--- src/rtl/spi_rx_pkg.sv ---
// Shared definitions for the SPI frame receiver.
//   state_t         : receiver FSM states
//   SAMPLE_ON_FALL/SAMPLE_ON_RISE : values of the SAMPLE_RISE parameter
//   SYNC_* indices  : bit positions of the synchronised inputs in the top
package spi_rx_pkg;

  typedef enum logic [1:0] {
    ST_IDLE,
    ST_HEADER,
    ST_PAYLOAD,
    ST_OVERFLOW
  } state_t;

  localparam int SAMPLE_ON_FALL = 0;  // modes 1/2
  localparam int SAMPLE_ON_RISE = 1;  // modes 0/3

  localparam int SYNC_CLK = 0;
  localparam int SYNC_SDI = 1;
  localparam int SYNC_NCS = 2;

endpackage

--- src/rtl/spi_sync_edge.sv ---
// Two-flop synchroniser followed by an edge detector.
//   clk_i   : destination clock
//   rst_i   : asynchronous active-high reset, loads RESET_VAL into every flop
//   d_i     : asynchronous input
//   level_o : synchronised level
//   rise_o  : one-cycle pulse on a synchronised 0->1 transition
//   fall_o  : one-cycle pulse on a synchronised 1->0 transition
module spi_sync_edge #(
  parameter logic RESET_VAL = 1'b0
) (
  input  logic clk_i,
  input  logic rst_i,
  input  logic d_i,
  output logic level_o,
  output logic rise_o,
  output logic fall_o
);

  logic meta_q;
  logic sync_q;
  logic prev_q;

  always_ff @(posedge clk_i or posedge rst_i) begin
    if (rst_i) begin
      meta_q <= RESET_VAL;
      sync_q <= RESET_VAL;
      prev_q <= RESET_VAL;
    end else begin
      meta_q <= d_i;
      sync_q <= meta_q;
      prev_q <= sync_q;
    end
  end

  assign level_o = sync_q;
  assign rise_o  = sync_q & ~prev_q;
  assign fall_o  = ~sync_q & prev_q;

endmodule

--- src/rtl/spi_frame_rx.sv ---
// SPI slave frame receiver: a frame (n_cs low) carries HDR_BYTES header bytes
// that form the settings word, followed by payload bytes that are scattered
// over NUM_DEVICES RAMs of DEV_DEPTH bytes each.
//   clk_sys   : system clock, all logic runs here
//   reset     : asynchronous active-high reset
//   clk_spi   : SPI clock, oversampled (clk_sys >= 4x clk_spi)
//   sdi       : serial data, MSB first
//   n_cs      : active-low frame select
//   d_out     : last payload byte, held until the next strobe
//   write_en  : one-hot write strobe, one clk_sys cycle per payload byte
//   waddr     : device-local byte address for d_out
//   settings  : last complete header, first byte in the MSBs
//   send      : one-cycle pulse when a frame that reached payload ends
//   frame_err : sticky error flag, cleared at the next frame start
module spi_frame_rx
  import spi_rx_pkg::*;
#(
  parameter int NUM_DEVICES = 20,
  parameter int DEV_DEPTH   = 512,
  parameter int HDR_BYTES   = 2,
  parameter int SAMPLE_RISE = 1
) (
  input  logic                         clk_sys,
  input  logic                         reset,
  input  logic                         clk_spi,
  input  logic                         sdi,
  input  logic                         n_cs,
  output logic [7:0]                   d_out,
  output logic [NUM_DEVICES-1:0]       write_en,
  output logic [$clog2(DEV_DEPTH)-1:0] waddr,
  output logic [8*HDR_BYTES-1:0]       settings,
  output logic                         send,
  output logic                         frame_err
);

  localparam int AW = $clog2(DEV_DEPTH);
  localparam int DW = (NUM_DEVICES > 1) ? $clog2(NUM_DEVICES) : 1;
  localparam int HW = 8 * HDR_BYTES;
  // Idle levels: n_cs high, sdi and clk_spi low.
  localparam logic [2:0] SYNC_IDLE = 3'b100;

  logic [2:0] raw_in;
  logic [2:0] sync_level;
  logic [2:0] sync_rise;
  logic [2:0] sync_fall;

  assign raw_in = {n_cs, sdi, clk_spi};

  genvar gi;
  generate
    for (gi = 0; gi < 3; gi++) begin : g_sync
      spi_sync_edge #(
        .RESET_VAL(SYNC_IDLE[gi])
      ) u_sync (
        .clk_i  (clk_sys),
        .rst_i  (reset),
        .d_i    (raw_in[gi]),
        .level_o(sync_level[gi]),
        .rise_o (sync_rise[gi]),
        .fall_o (sync_fall[gi])
      );
    end
  endgenerate

  logic sample_pulse;
  logic sdi_s;
  logic ncs_s;
  logic ncs_rise;
  logic ncs_fall;

  assign sample_pulse = (SAMPLE_RISE == SAMPLE_ON_RISE) ? sync_rise[SYNC_CLK]
                                                        : sync_fall[SYNC_CLK];
  assign sdi_s    = sync_level[SYNC_SDI];
  assign ncs_s    = sync_level[SYNC_NCS];
  assign ncs_rise = sync_rise[SYNC_NCS];
  assign ncs_fall = sync_fall[SYNC_NCS];

  state_t                 state_q;
  logic [7:0]             shift_q;
  logic [7:0]             shift_d;
  logic [2:0]             bit_cnt_q;
  logic [1:0]             byte_cnt_q;
  logic [HW-1:0]          hdr_q;
  logic [HW-1:0]          hdr_d;
  logic [HW+7:0]          hdr_cat;
  logic [AW-1:0]          addr_q;
  logic [DW-1:0]          dev_q;
  logic [NUM_DEVICES-1:0] dev_onehot;
  logic [1:0]             flush_q;
  logic                   armed_q;

  logic [7:0]             d_out_q;
  logic [NUM_DEVICES-1:0] write_en_q;
  logic [AW-1:0]          waddr_q;
  logic [HW-1:0]          settings_q;
  logic                   send_q;
  logic                   frame_err_q;

  // Byte including the bit being sampled this cycle.
  assign shift_d = {shift_q[6:0], sdi_s};
  assign hdr_cat = {hdr_q, shift_d};
  assign hdr_d   = hdr_cat[HW-1:0];

  generate
    for (gi = 0; gi < NUM_DEVICES; gi++) begin : g_onehot
      assign dev_onehot[gi] = (dev_q == DW'(gi));
    end
  endgenerate

  // The synchronisers reset to "n_cs high", so a frame already in progress
  // when reset releases shows up as a fake falling edge. armed_q only sets
  // once the synchroniser pipeline has flushed and n_cs is genuinely high,
  // so such a frame is skipped until n_cs rises and falls again.
  always_ff @(posedge clk_sys or posedge reset) begin
    if (reset) begin
      state_q     <= ST_IDLE;
      shift_q     <= '0;
      bit_cnt_q   <= '0;
      byte_cnt_q  <= '0;
      hdr_q       <= '0;
      addr_q      <= '0;
      dev_q       <= '0;
      flush_q     <= '0;
      armed_q     <= 1'b0;
      d_out_q     <= '0;
      write_en_q  <= '0;
      waddr_q     <= '0;
      settings_q  <= '0;
      send_q      <= 1'b0;
      frame_err_q <= 1'b0;
    end else begin
      send_q     <= 1'b0;
      write_en_q <= '0;

      if (flush_q != 2'd3) begin
        flush_q <= flush_q + 2'd1;
      end else if (ncs_s) begin
        armed_q <= 1'b1;
      end

      if (ncs_fall && armed_q) begin
        state_q     <= ST_HEADER;
        shift_q     <= '0;
        bit_cnt_q   <= '0;
        byte_cnt_q  <= '0;
        hdr_q       <= '0;
        addr_q      <= '0;
        dev_q       <= '0;
        frame_err_q <= 1'b0;
      end else if (ncs_rise) begin
        case (state_q)
          ST_HEADER: frame_err_q <= 1'b1;
          ST_PAYLOAD, ST_OVERFLOW: begin
            send_q <= 1'b1;
            if (bit_cnt_q != 3'd0) begin
              frame_err_q <= 1'b1;
            end
          end
          default: ;
        endcase
        state_q   <= ST_IDLE;
        bit_cnt_q <= '0;
      end else if (sample_pulse && !ncs_s && state_q != ST_IDLE) begin
        shift_q   <= shift_d;
        bit_cnt_q <= bit_cnt_q + 3'd1;  // wraps to 0 on the 8th bit
        if (bit_cnt_q == 3'd7) begin
          case (state_q)
            ST_HEADER: begin
              hdr_q <= hdr_d;
              if (byte_cnt_q == 2'(HDR_BYTES - 1)) begin
                settings_q <= hdr_d;
                state_q    <= ST_PAYLOAD;
              end else begin
                byte_cnt_q <= byte_cnt_q + 2'd1;
              end
            end
            ST_PAYLOAD: begin
              d_out_q    <= shift_d;
              waddr_q    <= addr_q;
              write_en_q <= dev_onehot;
              // Address wraps per device; the last byte of the last device
              // exhausts the RAM space.
              if (addr_q == AW'(DEV_DEPTH - 1)) begin
                addr_q <= '0;
                if (dev_q == DW'(NUM_DEVICES - 1)) begin
                  state_q <= ST_OVERFLOW;
                end else begin
                  dev_q <= dev_q + 1'b1;
                end
              end else begin
                addr_q <= addr_q + 1'b1;
              end
            end
            default: frame_err_q <= 1'b1;  // byte discarded in OVERFLOW
          endcase
        end
      end
    end
  end

  assign d_out     = d_out_q;
  assign write_en  = write_en_q;
  assign waddr     = waddr_q;
  assign settings  = settings_q;
  assign send      = send_q;
  assign frame_err = frame_err_q;

  logic unused_sync;
  assign unused_sync = ^{sync_level[SYNC_CLK], sync_rise[SYNC_SDI],
                         sync_fall[SYNC_SDI], hdr_cat[HW+7:HW], shift_q[7]};

endmodule

--- config.mk ---
export PLATFORM = sky130hd
export DESIGN_NAME = spi_frame_rx
export DESIGN_NICKNAME = d
export VERILOG_FILES = /design/src/rtl/spi_rx_pkg.sv /design/src/rtl/spi_sync_edge.sv /design/src/rtl/spi_frame_rx.sv
export SDC_FILE = /design/constraint.sdc
export NUM_CORES = 1
export LEC_CHECK = 0
export CORE_ASPECT_RATIO = 0.7
export CORE_MARGIN = 2
export CORE_UTILIZATION = 48
export CTS_CLUSTER_SIZE = 25
export DETAILED_ROUTE_END_ITERATION = 10
export HOLD_SLACK_MARGIN = 0.08
export PLACE_DENSITY = 0.68
export SETUP_SLACK_MARGIN = 0.5
export SLEW_MARGIN = 25
export SYNTH_ARGS = -nofsm -noshare
export SYNTH_HDL_FRONTEND = slang
export SYNTH_SLANG_ARGS = --single-unit
--- constraint.sdc ---
create_clock -name clk_sys -period 3.79 [get_ports clk_sys]
set_input_delay 0.758 -clock clk_sys [delete_from_list [all_inputs] [get_ports clk_sys]]
set_output_delay 0.758 -clock clk_sys [all_outputs]
set_load 0.01 [all_outputs]
== After elaboration in Yosys (flattened, before gate mapping) ==
Index checks and enable logic that the tools add are counted.
W data, S select, Z words.
Word-level totals
  register bits: 102
  bits in latches: 0
  RAM bits: 0
  bits in read-only memories: 0
  input bits: 5
  output and inout port bits: 55
  word-level logic and storage cells: 152
  memories kept: 0
Cells by class
  add/subtract/negate cells: 5
  multiply operators: 0
  divide/modulo/power cells: 0
  $lt $le $gt $ge: 0
  equal/unequal tests: 35
  shift-type cells: 0
  multiplexer cells: 53
  bitwise operators: 9
  reductions and logical operators: 27
Operators with widths (number)
  $mux W20: 5
  $mux W9: 6
  $eq A5 B4 Y1 const B: 8
  $mux W8: 5
  $mux W5: 7
  $mux W2: 13
  $mux W7: 3
  $eq A5 B3 Y1 const B: 4
  $eq A5 B5 Y1 const B: 4
  $reduce_and A6 Y1: 3
  $reduce_and A5 Y1: 3
  $ne A4 B3 Y1 const B: 3
  $reduce_bool A2 Y1: 6
  $eq A5 B2 Y1 const B: 2
  $add A9 B1 Y9 const B: 1
  $eq A9 B9 Y1 const B: 1
  $mux W1: 9
  $mux W3: 3
  $reduce_bool A3 Y1: 3
  $ne A4 B4 Y1 const B: 2
  $reduce_and A4 Y1: 2
  $ne A2 B2 Y1 const B: 3
  $not A1 Y1: 6
  $add A5 B1 Y5 const B: 1
  other kinds (17): 26

== Logic depth before layout (Yosys ltp) ==
Gate-level depths: netlist of run 1.
  depth in word-level cells: 8
  depth in mapped cells: 9

== Hierarchy ==
Synthesis of run 1 repeated with hierarchy kept, for this count alone.
Unflattened totals
  cell total of the unflattened synthesis: 404
  area total of the unflattened synthesis: 4415.5 sq um
By module, submodules not included
  spi_frame_rx: instances 1, cells each 386, area each 4130.2 sq um
  spi_sync_edge (g_sync[0].u_sync ...): instances 2, cells each 6, area each 93.8 sq um
  spi_sync_edge (g_sync[2].u_sync): instances 1, cells each 6, area each 97.6 sq um

== Worst setup path before layout of run 1 ==
No wires, ideal clock.
  kind: reg2reg
  from: reg addr_q[0]
  to: reg addr_q[2]
  data arrival time: 2146 ps
  setup slack: 1566 ps
  stages on the path, launching flop included: 9
  buffers on the path: 0
  cells stage by stage: dfrtp_1 ha_1 and3_1 and3_1 and3_1 ha_1 nand4b_1 or3b_1 a21oi_1
On the way
  word-level cells in the longest chain between the ends: 7
  elaborated cells on any way between the ends: 8
Ends and longest elaborated chain
  from (decl): line spi_frame_rx.sv:86  | logic [AW-1:0] addr_q;
  from (signal assigned): line spi_frame_rx.sv:191  | addr_q <= addr_q + 1'b1;
  $add A9 B1 Y9 / $eq A9 B9 Y1 (equally long branches): line spi_frame_rx.sv:191, spi_frame_rx.sv:183
  $mux W9 (*): line spi_frame_rx.sv:183  | if (addr_q == AW'(DEV_DEPTH - 1)) begin
  $mux W9 (*): line spi_frame_rx.sv:167  | case (state_q)
  $mux W9 (*): line spi_frame_rx.sv:166  | if (bit_cnt_q == 3'd7) begin
  $mux W9 (*): line spi_frame_rx.sv:163  | end else if (sample_pulse && !ncs_s && state_q != ST_IDLE) begin
  $mux W9 (*): line spi_frame_rx.sv:150  | end else if (ncs_rise) begin
  $mux W9 (*): line spi_frame_rx.sv:141  | if (ncs_fall && armed_q) begin
Mark *: on every way between the ends. The rest lies on a longest branch, timed or not. The select of a mux whose other input is x is not followed.
A chain may end at the register's enable or synchronous reset.

== Worst setup path in the final report of run 1 ==
  from: reg addr_q[1]
  to: reg state_q[0]
On the way
  word-level cells in the longest chain between the ends: 3
Ends and longest elaborated chain
  $eq A9 B9 Y1: line spi_frame_rx.sv:183
  $ne A4 B3 Y1 (no source line)
  $reduce_and A6 Y1 (no source line)
  to (signal assigned): line spi_frame_rx.sv:161  | state_q <= ST_IDLE;
  to (signal assigned): line spi_frame_rx.sv:172  | state_q <= ST_PAYLOAD;
  to (signal assigned): line spi_frame_rx.sv:186  | state_q <= ST_OVERFLOW;
  to (decl): line spi_frame_rx.sv:78  | state_t state_q;
No other way between the ends.

==> results_dict.tcl, run 1 <==
set metrics [dict create \
    cp.arrival_ns 3.00 \
    die_area_sq_um 9720 \
    period_needed_ns 2.81 \
    routed_wirelength_mm 8.64 \
    cts_max_level 3 \
    ff2ff_setup_slack_ns 0.98 \
    yosys.area.top_type_share_pct 57.7 \
    grt_overflow 0 \
    crit_type "flip-flop to flip-flop" \
    postCtsSetupRepairBufs 0 \
    rows 28 \
    synthTopCellsByCount "dfrtp_1, nand2_1, a21oi_1" \
    cts.clk_slew.worst_paths_ns 0.07 \
    startpoint_type "flip-flop" \
    seqPwrFrac_pct 54.6 \
    synthesis.nets 381 \
    async_flop_share_pct 100 \
    ys.flop_type "dfrtp_1" \
    synth_xor_area_share_pct 0.408 \
    ys_seq_area_share_pct 59.6 \
    maxCapViolCount 0 \
    synth_compound_area_share_pct 6.82 \
    r2r_end "state_q[0]$_DFFE_PP0P_" \
    crit_start "addr_q[1]$_DFFE_PP0P_" \
    grt_max_degree 64 \
    synth_area_leader_cell "dfrtp_1" \
    postCtsHoldBufs 0 \
    post_synth_inst_count 360 \
    grt_pass1_wl_mm 14.9 \
    drt_iter0_drc 173 \
    synth-edff-count 0 \
    rsz0062_at_grt "false" \
    hold_path_class "flip-flop to flip-flop" \
    fin_ws_ns 0.982 \
    yosysWarningCount 0 \
    synthAdderAreaFrac_pct 4.67 \
    place_worst_setup_slack_ns 1.09 \
    wl_per_cell_microns 15.9 \
    relSlewSlack_pct 34.2 \
    worst_slew_pin_slew_ns 0.987 \
    grt_antenna_before_repair 0 \
    fmax_mhz 356 \
    vias 2863 \
    power_frac_comb_pct 3.5 \
    synth.most_common_cell "dfrtp_1" \
    yosys.area_share.simple_pct 15.3 \
    finalCritPeriodShare_pct 74.1 \
    ant_nets 0 \
    p_leak_nw 2.37 \
    cts_sinks 102 \
    grt_pass1_vias 2904 \
    layout-drive-gt1-share_pct 13.7 \
    clock_skew_ns 0.00582 \
    synth_top_family_by_area "simple AND/OR/NAND/NOR gates" \
    ys_ff_latch 102 \
    coreArea_sq_um 8580 \
    powerDensity_nw_per_um2 386 \
    cp-end-kind "flip-flop" \
    dp_hpwl_mm 5.73 \
    die_x_microns 117 \
    rr_worst_depth 8 \
    required_ns 3.98 \
    worst_skew_pair.late_latency_ns 0.34 \
    intPower_w 0.00158 \
    finalNetCount 438 \
    p_sw_share_pct 22.1 \
    yosys-top-cells-area "dfrtp_1, ha_1, mux2_2" \
    hold_viol_final 0 \
    synth_mux_area_share_pct 10.0 \
    postCtsResizedCells 0 \
    gp_congestion 0.873 \
    drc 0 \
    hold_path_end "g_sync[1].u_sync.level_o$_DFF_PP0_" \
    drv_slew 0 \
    ir_drop_mv 0.228 \
    setup_tns_ns 0 \
    min_path_cells 0 \
    detail_route.first_pass.iterations 4 \
    die_y_microns 83.1 \
    p_sw_w 0.000450 \
    cts_root_buf "clkbuf_16" \
    grt_usage_pct 19.6 \
    cts_tree "done" \
    syn_avg_cell_area_sq_um 11.9 \
    start_util_pct 50.0 \
    areaGrowthSynthToFinish_pct 22.8 \
    diodes 0 \
    via_per_inst 5.28 \
    syn_area_sq_um 4290 \
    setup_viol 0 \
    numCtsBuffers 9 \
    r2r-start "addr_q[1]$_DFFE_PP0P_" \
    min_from "g_sync[1].u_sync.meta_q$_DFF_PP0_" \
    clkPwrFrac_pct 41.9 \
    worstPathMaxFanout 15 \
    clockBufferDepth 2 \
    ioPinCount 60 \
    ys_types 46 \
    postLayoutCoreUtil_pct 61.4 \
    port_buffers 59 \
    fill_cells 712 \
    outcome "finished, final reports clean" \
]
[worst max-delay path, stage by stage, from the launching register on]
cell       delay, ns
dfrtp_1         0.40
ha_1            0.22
and3_1          0.21
and3_1          0.19
and3_1          0.17
ha_1            0.46
nand4_1         0.15
a2111oi_0       0.67
o21ai_0         0.19
[power groups by stage]
| stage | sequential (W) | clock [W] | combinational [W] |
|---|---|---|---|
| 3_3_place_gp | 0.00113 | 0 | 0.0000718 |
| 6_report | 0.00111 | 0.000851 | 0.0000715 |
| 2_1_floorplan | 0.00113 | 0 | 0.0000470 |
| 3_5_place_dp | 0.00113 | 0 | 0.0000738 |
| 5_1_grt | 0.00111 | 0.000918 | 0.0000826 |
| 4_1_cts | 0.00111 | 0.000872 | 0.0000742 |
[per-layer routing]
layer	track usage (%)	wire [microns]
met5	0	0
met4	4.17	76
met3	6.13	550
met2	27.1	3640
met1	30.3	4370
[cell families (layout without fill, tap and decap cells)]
kind of cell             count (synthesis)  after routing
AND/OR/NAND/NOR                        119            119
flip-flops                             102            102
AO/OA/AOI/OAI                           53             53
multiplexers                            35             35
buffers and inverters                   33             95
adder cells (fa/ha/maj)                 16             16
XOR/XNOR                                 2              2
[state kept, by name (all words and copies together), names as in the netlist]
name / cells
addr_q: 9
armed_q: 1
bit_cnt_q: 3
byte_cnt_q: 2
d_out: 8
dev_q: 5
flush_q: 2
frame_err: 1
g_sync.u_sync.level_o: 3
g_sync.u_sync.meta_q: 3
g_sync.u_sync.prev_q: 2
hdr_q: 8
send: 1
settings: 16
shift_q: 7
state_q: 2
waddr: 9
write_en: 20
[worst max-delay path by stage]
stage / to / slack [ns] / depth (start not counted)
floorplan: addr_q[2]$_DFFE_PP0P_ / 1.57 / 8
global placement: state_q[0]$_DFFE_PP0P_ / 1.19 / 8
detailed placement: state_q[0]$_DFFE_PP0P_ / 1.09 / 8
CTS: state_q[0]$_DFFE_PP0P_ / 1.07 / 8
global route: state_q[0]$_DFFE_PP0P_ / 0.73 / 8
finish: state_q[0]$_DFFE_PP0P_ / 0.98 / 8
[through the flow]
step | total power [W] | std cells | hold WS, ns | area [sq um]
2_1_floorplan | 0.00118 | 360 | 0.331 | 4290
4_1_cts | 0.00206 | 542 | 0.353 | 5270
3_5_place_dp | 0.00121 | 526 | 0.338 | 4990
3_3_place_gp | 0.00120 | 526 | 0.336 | 4990
5_1_grt | 0.00211 | 542 | 0.355 | 5270
6_report | 0.00203 | 542 | 0.350 | 5270
[final cells by class]
class,instances,area (sq um),share of cell area [%]
inverters,17,67.6,1.28
clock inverters,6,36.3,0.689
multi-input cells,225,1600,30.3
clock buffers,10,239,4.53
flip-flops and latches,102,2560,48.5
well taps,120,150,2.85
repair buffers,62,626,11.9
[cell usage in the layout, fill, tap and decap left out, types with 6 or more instances in the layout]
cell              n
nand2_1          32
a21oi_1          24
and3_1            6
nand3_1          15
inv_1            16
mux2_2           16
ha_1             16
mux2_4           10
mux2_1            8
nor2_1           23
o21ai_0          18
clkdlybuf4s50_1  59
dfrtp_1          99
clkbuf_16         9
(Power assumes the default switching activity.)
==> run 2: changes to the inputs <==
==> constraint.sdc (replaced) <==
create_clock -name clk_sys -period 2.9 [get_ports clk_sys]
set_input_delay 0.58 -clock clk_sys [delete_from_list [all_inputs] [get_ports clk_sys]]
set_output_delay 0.58 -clock clk_sys [all_outputs]
set_load 0.01 [all_outputs]
==> run 2 against run 1 <==
Compared with the run above:
- sequential power increased by 31%
- utilization increased by 2.3 points
- final area increased by 3.8%
- sequential cell count unchanged
- global-route usage decreased by 0.074 points
- die area unchanged
- critical path type unchanged
==> results_dict.tcl, run 2 (synthesized netlist as in run 1, its figures left out) <==
set metrics [dict create \
    hold_path_class "flip-flop to flip-flop" \
    port_buffers 59 \
    die_x_microns 117 \
    ir_drop_mv 0.370 \
    routed_wirelength_mm 8.71 \
    diodes 0 \
    numCtsBuffers 9 \
    fill_cells 684 \
    drv_slew 0 \
    powerDensity_nw_per_um2 520 \
    detail_route.first_pass.iterations 4 \
    rr_worst_depth 9 \
    holdWs_ns 0.351 \
    via_per_inst 5.26 \
    drc 0 \
    layout-drive-gt1-share_pct 18.2 \
    grt_pass1_vias 2885 \
    cts_root_buf "clkbuf_16" \
    p_leak_nw 2.44 \
    cp.arrival_ns 2.57 \
    grt_antenna_before_repair 0 \
    postCtsHoldBufs 0 \
    final_common_cell "dfrtp_1" \
    setup_viol 0 \
    cts_sinks 102 \
    worst_skew_pair.late_latency_ns 0.35 \
    relSlewSlack_pct 70.6 \
    cts_tree "done" \
    place_inst 531 \
    required_ns 3.17 \
    ant_nets 0 \
    grt_max_degree 55 \
    crit_start "addr_q[1]$_DFFE_PP0P_" \
    layout_common_cells "dfrtp_1, clkdlybuf4s50_1, nand2_1" \
    die_area_sq_um 9720 \
    r2r_end "addr_q[4]$_DFFE_PP0P_" \
    rsz0062_at_grt "true" \
    crit_type "flip-flop to flip-flop" \
    setup_tns_ns 0 \
    clock_skew_ns 0.0113 \
    period_needed_ns 2.29 \
    fmax_mhz 436 \
    ioPinCount 60 \
    gp_congestion 0.830 \
    wl_per_cell_microns 15.7 \
    r2r-start "addr_q[1]$_DFFE_PP0P_" \
    start_util_pct 50.0 \
    layoutNonFillerInstCount 554 \
    outcome "finished, final reports clean" \
    finalNetCount 450 \
    min_path_cells 0 \
    cp-end-kind "flip-flop" \
    coreArea_sq_um 8580 \
    worstPathMaxFanout 4 \
    rows 28 \
    drt_iter0_drc 163 \
    grt_usage_pct 19.5 \
    clockBufferDepth 2 \
    ff2ff_setup_slack_ns 0.61 \
    dp_hpwl_mm 5.89 \
    grt_overflow 0 \
    endpoint "addr_q[4]$_DFFE_PP0P_" \
    cts_max_level 3 \
    grt_pass1_wl_mm 14.8 \
    die_y_microns 83.1 \
    largest_reg_flops 20 \
    cts.clk_slew.worst_paths_ns 0.07 \
    hold_viol_final 0 \
    vias 2912 \
    worst_slew_pin_slew_ns 0.439 \
    finalCritPeriodShare_pct 79.1 \
    startpoint_type "flip-flop" \
    place_worst_setup_slack_ns 0.191 \
    fin_ws_ns 0.605 \
    areaGrowthSynthToFinish_pct 27.5 \
    maxCapViolCount 0 \
]
[run 2: changes by cell type in the layout (fill, tap and decap cells not counted), moves of 4 or more]
cell / change
a21oi_1: -4
a21oi_2: +4
buf_4: +11
clkinv_2: -4
[run 2: how the worst min path moves through the flow]
stage / endpoint / from
finish: g_sync[1].u_sync.level_o$_DFF_PP0_ / g_sync[1].u_sync.meta_q$_DFF_PP0_
global route: g_sync[0].u_sync.level_o$_DFF_PP0_ / g_sync[0].u_sync.meta_q$_DFF_PP0_
CTS: g_sync[0].u_sync.level_o$_DFF_PP0_ / g_sync[0].u_sync.meta_q$_DFF_PP0_
detailed placement: g_sync[0].u_sync.level_o$_DFF_PP0_ / g_sync[0].u_sync.meta_q$_DFF_PP0_
global placement: g_sync[1].u_sync.level_o$_DFF_PP0_ / g_sync[1].u_sync.meta_q$_DFF_PP0_
floorplan: g_sync[0].u_sync.level_o$_DFF_PP0_ / g_sync[0].u_sync.meta_q$_DFF_PP0_
[run 2: layout make-up]
| type | instances | area (sq um) | area share [%] |
|---|---|---|---|
| well taps | 120 | 150 | 2.74 |
| clock buffers | 11 | 243 | 4.44 |
| repair buffers | 74 | 728 | 13.3 |
| inverters | 17 | 67.6 | 1.23 |
| multi-input cells | 225 | 1640 | 30.0 |
| clock inverters | 5 | 82.6 | 1.51 |
| flip-flops and latches | 102 | 2560 | 46.7 |
[run 2: per-layer routing]
layer | routed length (microns) | GRT usage (%)
met5 | 0 | 0
met4 | 93 | 5.45
met3 | 504 | 5.11
met2 | 3760 | 26.0
met1 | 4350 | 31.2
[run 2: critical path, stage by stage (launching register included)]
cell      delay, ns
dfrtp_1        0.40
ha_2           0.19
and3_1         0.20
and3_4         0.19
and3_4         0.18
ha_4           0.17
nand4b_1       0.20
buf_4          0.19
or3b_1         0.39
a21oi_2        0.12
[run 2: what timing repair did]
item / in CTS / in global routing
endpoints found under the setup margin: 9 / 43
pin swaps: 0 / 4
buffers inserted: 5 / 2
gates resized for setup: 2 / 10
[run 2: power breakdown]
group,total [W],internal [W],switching [W]
Clock,0.00129,0.000780,0.000514
Sequential,0.00145,0.00144,0.0000124
Combinational,0.0000985,0.0000310,0.0000675
[run 2: metrics by stage]
stage                     cell area (sq um)  utilization, %  total power (W)
after floorplan                        4290               -          0.00154
after global placement                 5040            58.8          0.00157
after detailed placement               5040            58.8          0.00158
after CTS                              5420            63.1          0.00286
after global routing                   5470            63.7          0.00294
final                                  5470            63.7          0.00284
